`config.mk`:
```
export PLATFORM = sky130hd
export DESIGN_NAME = uart_reg_bridge
export DESIGN_NICKNAME = d
export VERILOG_FILES = /design/src/rtl/uart_bridge_pkg.sv /design/src/rtl/bridge_timeout.sv /design/src/rtl/uart_reg_bridge.sv
export SDC_FILE = /design/constraint.sdc
export NUM_CORES = 1
export LEC_CHECK = 0
export ABC_CLOCK_PERIOD_IN_PS = 2850
export CORE_UTILIZATION = 54
export DETAILED_ROUTE_END_ITERATION = 16
export HOLD_SLACK_MARGIN = 0.1
export PLACE_DENSITY = 0.83
export SKIP_CTS_REPAIR_TIMING = 1
export SYNTH_ARGS = -nofsm -noshare
export SYNTH_HDL_FRONTEND = slang
export SYNTH_HIERARCHICAL = 1
export SYNTH_SLANG_ARGS = --single-unit
```
`constraint.sdc`:
```
create_clock -name CLK -period 2.85 [get_ports CLK]
set_input_delay 0.4275 -clock CLK [delete_from_list [all_inputs] [get_ports CLK]]
set_output_delay 0.4275 -clock CLK [all_outputs]
set_load 0.005 [all_outputs]
```
`src/rtl/uart_bridge_pkg.sv`:
```
// Shared types and constants for the byte-level UART register bridge.
// Also home to small helpers reused by future serial bridges.
package uart_bridge_pkg;

  typedef enum logic [2:0] {
    ST_IDLE     = 3'd0,
    ST_GET_ADDR = 3'd1,
    ST_GET_DATA = 3'd2,
    ST_BUS_WR   = 3'd3,
    ST_BUS_RD   = 3'd4,
    ST_RD_WAIT  = 3'd5,
    ST_SEND     = 3'd6
  } bridge_state_e;

  localparam logic [7:0] OP_WRITE     = 8'h57;
  localparam logic [7:0] OP_READ      = 8'h52;
  localparam logic [7:0] DEF_ACK_BYTE = 8'h4B;
  localparam logic [7:0] DEF_NAK_BYTE = 8'h3F;

  function automatic logic [7:0] sat_inc8(input logic [7:0] value);
    return (value == 8'hFF) ? 8'hFF : value + 8'h01;
  endfunction

endpackage

```
`src/rtl/bridge_timeout.sv`:
```
// Loadable down-counter with clear and enable; expired flags a count of zero.
// Clear has priority over load, load over decrement.
module bridge_timeout #(
  parameter int WIDTH = 24
) (
  input  logic             clk,
  input  logic             rst,
  input  logic             clr,
  input  logic             load,
  input  logic [WIDTH-1:0] load_val,
  input  logic             en,
  output logic             expired
);

  logic [WIDTH-1:0] count_r;

  // Counter register: clear, reload or count down towards zero.
  always_ff @(posedge clk) begin
    if (rst) begin
      count_r <= {WIDTH{1'b0}};
    end else if (clr) begin
      count_r <= {WIDTH{1'b0}};
    end else if (load) begin
      count_r <= load_val;
    end else if (en && (count_r != {WIDTH{1'b0}})) begin
      count_r <= count_r - {{(WIDTH-1){1'b0}}, 1'b1};
    end
  end

  assign expired = (count_r == {WIDTH{1'b0}});

endmodule

```
`src/rtl/uart_reg_bridge.sv`:
```
// Command engine between the UART RX/TX FIFOs and an 8-bit register bus:
// 'W' addr data -> register write + ACK, 'R' addr -> register read + data byte.
module uart_reg_bridge
  import uart_bridge_pkg::*;
#(
  parameter logic [23:0] TIMEOUT_CYCLES = 24'd1200000,
  parameter logic [7:0]  ACK_BYTE       = DEF_ACK_BYTE,
  parameter logic [7:0]  NAK_BYTE       = DEF_NAK_BYTE
) (
  input  logic       CLK,
  input  logic       rst,
  input  logic [7:0] rx_data,
  input  logic       rx_empty,
  output logic       rx_rden,
  output logic [7:0] tx_data,
  output logic       tx_wren,
  input  logic       tx_full,
  output logic [7:0] reg_addr,
  output logic [7:0] reg_wdata,
  output logic       reg_we,
  output logic       reg_re,
  input  logic [7:0] reg_rdata,
  output logic       busy,
  output logic [7:0] err_count
);

  bridge_state_e state_r;
  logic [7:0]    opcode_r;
  logic          pop_ok_s;
  logic          is_cmd_s;
  logic          tmo_clr_s;
  logic          tmo_load_s;
  logic          tmo_en_s;
  logic          tmo_expired_s;

  // rx_rden is registered, so the FIFO head is stale in the cycle the pop lands.
  assign pop_ok_s = !rx_empty && !rx_rden;
  assign is_cmd_s = (rx_data == OP_WRITE) || (rx_data == OP_READ);
  assign busy     = (state_r != ST_IDLE);

  // Timeout control: reload on each pop into a byte-wait state, count while waiting.
  always_comb begin
    tmo_clr_s  = 1'b0;
    tmo_load_s = 1'b0;
    tmo_en_s   = 1'b0;
    case (state_r)
      ST_IDLE: begin
        if (pop_ok_s && is_cmd_s) begin
          tmo_load_s = 1'b1;
        end else begin
          tmo_clr_s = 1'b1;
        end
      end
      ST_GET_ADDR: begin
        if (pop_ok_s) begin
          tmo_load_s = 1'b1;
        end else begin
          tmo_en_s = 1'b1;
        end
      end
      ST_GET_DATA: begin
        if (pop_ok_s) begin
          tmo_clr_s = 1'b1;
        end else begin
          tmo_en_s = 1'b1;
        end
      end
      default: begin
        tmo_clr_s = 1'b1;
      end
    endcase
  end

  bridge_timeout #(
    .WIDTH(24)
  ) u_timeout (
    .clk     (CLK),
    .rst     (rst),
    .clr     (tmo_clr_s),
    .load    (tmo_load_s),
    .load_val(TIMEOUT_CYCLES - 24'd1),
    .en      (tmo_en_s),
    .expired (tmo_expired_s)
  );

  // Protocol FSM with registered strobes, bus outputs and response byte.
  always_ff @(posedge CLK) begin
    if (rst) begin
      state_r   <= ST_IDLE;
      opcode_r  <= 8'h00;
      rx_rden   <= 1'b0;
      tx_wren   <= 1'b0;
      reg_we    <= 1'b0;
      reg_re    <= 1'b0;
      tx_data   <= 8'h00;
      reg_addr  <= 8'h00;
      reg_wdata <= 8'h00;
      err_count <= 8'h00;
    end else begin
      rx_rden <= 1'b0;
      tx_wren <= 1'b0;
      reg_we  <= 1'b0;
      reg_re  <= 1'b0;
      case (state_r)
        ST_IDLE: begin
          if (pop_ok_s) begin
            rx_rden  <= 1'b1;
            opcode_r <= rx_data;
            if (is_cmd_s) begin
              state_r <= ST_GET_ADDR;
            end else begin
              tx_data   <= NAK_BYTE;
              err_count <= sat_inc8(err_count);
              state_r   <= ST_SEND;
            end
          end
        end
        ST_GET_ADDR: begin
          if (pop_ok_s) begin
            rx_rden  <= 1'b1;
            reg_addr <= rx_data;
            state_r  <= (opcode_r == OP_WRITE) ? ST_GET_DATA : ST_BUS_RD;
          end else if (tmo_expired_s) begin
            err_count <= sat_inc8(err_count);
            state_r   <= ST_IDLE;
          end
        end
        ST_GET_DATA: begin
          if (pop_ok_s) begin
            rx_rden   <= 1'b1;
            reg_wdata <= rx_data;
            state_r   <= ST_BUS_WR;
          end else if (tmo_expired_s) begin
            err_count <= sat_inc8(err_count);
            state_r   <= ST_IDLE;
          end
        end
        ST_BUS_WR: begin
          reg_we  <= 1'b1;
          tx_data <= ACK_BYTE;
          state_r <= ST_SEND;
        end
        ST_BUS_RD: begin
          reg_re  <= 1'b1;
          state_r <= ST_RD_WAIT;
        end
        ST_RD_WAIT: begin
          tx_data <= reg_rdata;
          state_r <= ST_SEND;
        end
        ST_SEND: begin
          if (!tx_full) begin
            tx_wren <= 1'b1;
            state_r <= ST_IDLE;
          end
        end
        default: begin
          state_r <= ST_IDLE;
        end
      endcase
    end
  end

endmodule

```
==> results.md <==
* Avg Vias per Cell at 5.90
* Synth Cell Area at between 0.003 and 0.004 mm²
* Die W at 84.8 µm
* Crit path required time at slightly above 3 ns
* Ys async rst share at 0%
* Crit path time final at 2.57 ns
* Worst r2r dst: err_count[3]$_SDFFE_PP0P_
* Place WS at roughly 0.22 ns
* Overall routing resource usage at between 20% and 30%
* Maximum vdd drop at about 0.47 mV
* CTS root buffer: clkbuf_8
* Fin Setup TNS at 0 ns
* Post-route ant nets at 0
* Setup ws final at ~0.28 ns
* Max clock buf depth at 2
* Max Cap Viol at 0
* Overall power at about 0.0034 W
* Net Switching at roughly 0.0012 W
* Final WL at about 9000 µm
* # rows at 29
* CP arrival at ~2.8 ns
* Hold Crit Depth at 2
* Gpl congestion at a little under 0.9
* Final core utilization at 72.4%
* Post-synth EDFFs at 0
* Min-delay src: opcode_r[6]$_SDFFE_PP0P_
* Cell breakdown of the critical path: or4_4 -> or3_4 -> nor4_4 -> nand2b_1 -> o32ai_4 -> and2_0 -> a311oi_1
* Register bit total from synthesis at around 70
* Dpl hpwl at approximately 6500 µm
* Worst-skew pair later-pin latency at 0.36 ns
* LEAKAGE at around 1.7 nW
* Synth unique cells at about 70
* WS Path Type: flop to flop
* Routed len/inst at about 16 µm
* CP endpoint kind: flop
* IO Pins at 57
* R2R Setup Slk at around 0.28 ns
* Final setup fails at 0
* Synth-to-Final Area Change at 27.0%
* N_diodes at 0
* Period utilization at about nine tenths
* CTS tree: done
* Fmax at between 300 and 400 MHz
* Die H at 84.8 µm
* Total grt overflow at 0
* Register area share after synthesis at a little under two fifths
* Slowest Stage Delay on Critical Path at around 0.53 ns
* First-pass GRT wire length at about 16,000 µm
* Antenna violations before repair at 0
* Mapped Cells at approximately 410
* Synth Area per Inst at roughly 9.0 µm²
* Combinational share of power at between 30% and 40%
* Core area at roughly 0.0065 mm²
* Slowest CP cell: or4_4
* Synth warn at 6
* Nets at roughly 520
* Internal power at roughly 0.0022 W
* Area leader, netlist: dfxtp_1
* H-tree depth at 3
* Buffers on Ports at 56
* CTS Sinks at 71
* Clk pwr share at around 30%
* Most used DFF post-synth: dfxtp_1
* Worst setup SP type: flop
* Layout cells sized above 1 at approximately an eighth
* CP Max Fanout at 7
* Vias in the first global route at 3,363
* Hold EP: opcode_r[6]$_SDFFE_PP0P_
* RSZ-0062 raised after global routing: no
* Switching Fraction at a little over a third
* Worst reg-to-reg path cell count at 7
* Status: completed
* Flop pwr share at around 37%
* DR vias at between 3,000 and 4,000
* DRT Pass-1 Iters at 4
* DRC Markers at 0
* Max-slew violation count at 0
* Clock skew at between 0.01 and 0.015 ns
* Hold Fails Final Rpt at 0
* Slew HR at ~54%
* Area contributors post-synth: dfxtp_1 38%, mux2i_1 4.3%, nor2_1 4.0%
* Reg-to-reg critical path startpoint: u_timeout/count_r[7]$_SDFFE_PP0P_
* Clock transition at path regs at ~0.09 ns
* CTS Buf Count at 9
* PD cells at just over 700 mW/mm²
* Drt initial violations at about 130
* Pin count of the biggest net entering global routing at 43
* Post-synth top area share at 38.4%
* Initial Utilization at roughly 57%
* Worst Tran Pin Value at around 0.69 ns
* DIE AREA at roughly 0.007 mm²
* Worst Hold Class: flop to flop
[through the flow]
step | std cells | hold slack, ns | instance area (µm²)
detailed placement | 560 | 0.452 | 4450
finish | 576 | 0.468 | 4700
global placement | 560 | 0.439 | 4450
floorplan | 435 | 0.431 | 3790
global route | 576 | 0.488 | 4700
CTS | 576 | 0.464 | 4700
[worst max path at each step]
stage                                 startpoint                            endpoint  cells after the start
2_1_floorplan  u_timeout/count_r[7]$_SDFFE_PP0P_           err_count[3]$_SDFFE_PP0P_                      8
3_3_place_gp   u_timeout/count_r[7]$_SDFFE_PP0P_           err_count[3]$_SDFFE_PP0P_                      7
3_5_place_dp                            rx_empty  u_timeout/count_r[10]$_SDFFE_PP0P_                      9
4_1_cts        u_timeout/count_r[7]$_SDFFE_PP0P_           err_count[3]$_SDFFE_PP0P_                      7
5_1_grt        u_timeout/count_r[0]$_SDFFE_PP0P_           err_count[3]$_SDFFE_PP0P_                      9
6_report       u_timeout/count_r[7]$_SDFFE_PP0P_           err_count[3]$_SDFFE_PP0P_                      7
[registers in the layout, summed over array words and instances, names as in the netlist]
signal and flops:
tx_data 8, tx_wren 1, reg_addr 8, reg_re 1, rx_rden 1, opcode_r 8, u_timeout/count_r 24, reg_wdata 8
reg_we 1, err_count 8, state_r 3
[layout by cell type (no fill, tap or decap), types with 6 or more instances in the layout]
| cell type | count |
|---|---|
| nand4_1 | 7 |
| o221a_2 | 6 |
| conb_1 | 24 |
| nand2_1 | 33 |
| xor2_1 | 11 |
| nor3_1 | 10 |
| nand3_1 | 6 |
| a31oi_1 | 10 |
| nor2_1 | 39 |
| a211oi_1 | 9 |
| clkbuf_8 | 9 |
| a21oi_1 | 27 |
| mux2i_1 | 16 |
| inv_1 | 7 |
| xnor2_1 | 8 |
| o21ai_0 | 26 |
| buf_4 | 13 |
| dfxtp_1 | 71 |
| clkdlybuf4s50_1 | 56 |
[metal layers]
metal | GRT usage, % | share of wire [%] | up-vias
li1 | - | - | 1683
met1 | 31.6 | 43 | 1618
met2 | 48.3 | 51 | 84
met3 | 5.16 | 4.2 | 16
met4 | 12.5 | 2.0 | 0
met5 | 0 | 0 | -
[Yosys cell counts (7+ instances only)]
master    instances
a21oi_1          27
clkbuf_1         12
xnor2_1           8
a31oi_1          10
a211oi_1          9
inv_1             7
o21ai_0          26
nor3_1           11
nor2_1           39
nand2_1          33
dfxtp_1          71
xor2_1           11
mux2i_1          16
nand4_1           7
[power by group through the flow]
stage / logic (W) / clock network (W) / registers (W)
after CTS: 0.00113 / 0.00103 / 0.00126
final: 0.00113 / 0.00102 / 0.00126
after floorplan: 0.000771 / 0 / 0.00122
after global routing: 0.00124 / 0.00108 / 0.00128
after global placement: 0.00110 / 0 / 0.00127
after detailed placement: 0.00112 / 0 / 0.00128
[worst max-delay path: cells and delay by family (launching register included)]
family	cells	cell delay, ns
and+or+nand+nor	5	1.70
DFF	1	0.37
AOI/OAI and AO/OA	2	0.37
[final cells by class]
cell class	instances	area, µm²
Clock buffer	9	124
Clock inverter	7	128
Fill cell	485	1790
Inverter	8	30.0
Multi-Input combinational cell	335	2250
Sequential cell	71	1420
Tap cell	77	96.3
Timing Repair Buffer	69	658
[logic make-up after synthesis]
family | after synthesis | share of synthesized area (%)
buffers and inverters | 29 | 3.34
adders and majority gates | 3 | 1.01
muxes | 18 | 4.93
DFF | 71 | 38.4
AOI/OAI and AO/OA | 110 | 21.5
other | 2 | 0.203
xor gates and xnor gates | 19 | 4.49
and+or+nand+nor | 161 | 26.1
No activity file was read; power rests on OpenSTA's default activity.
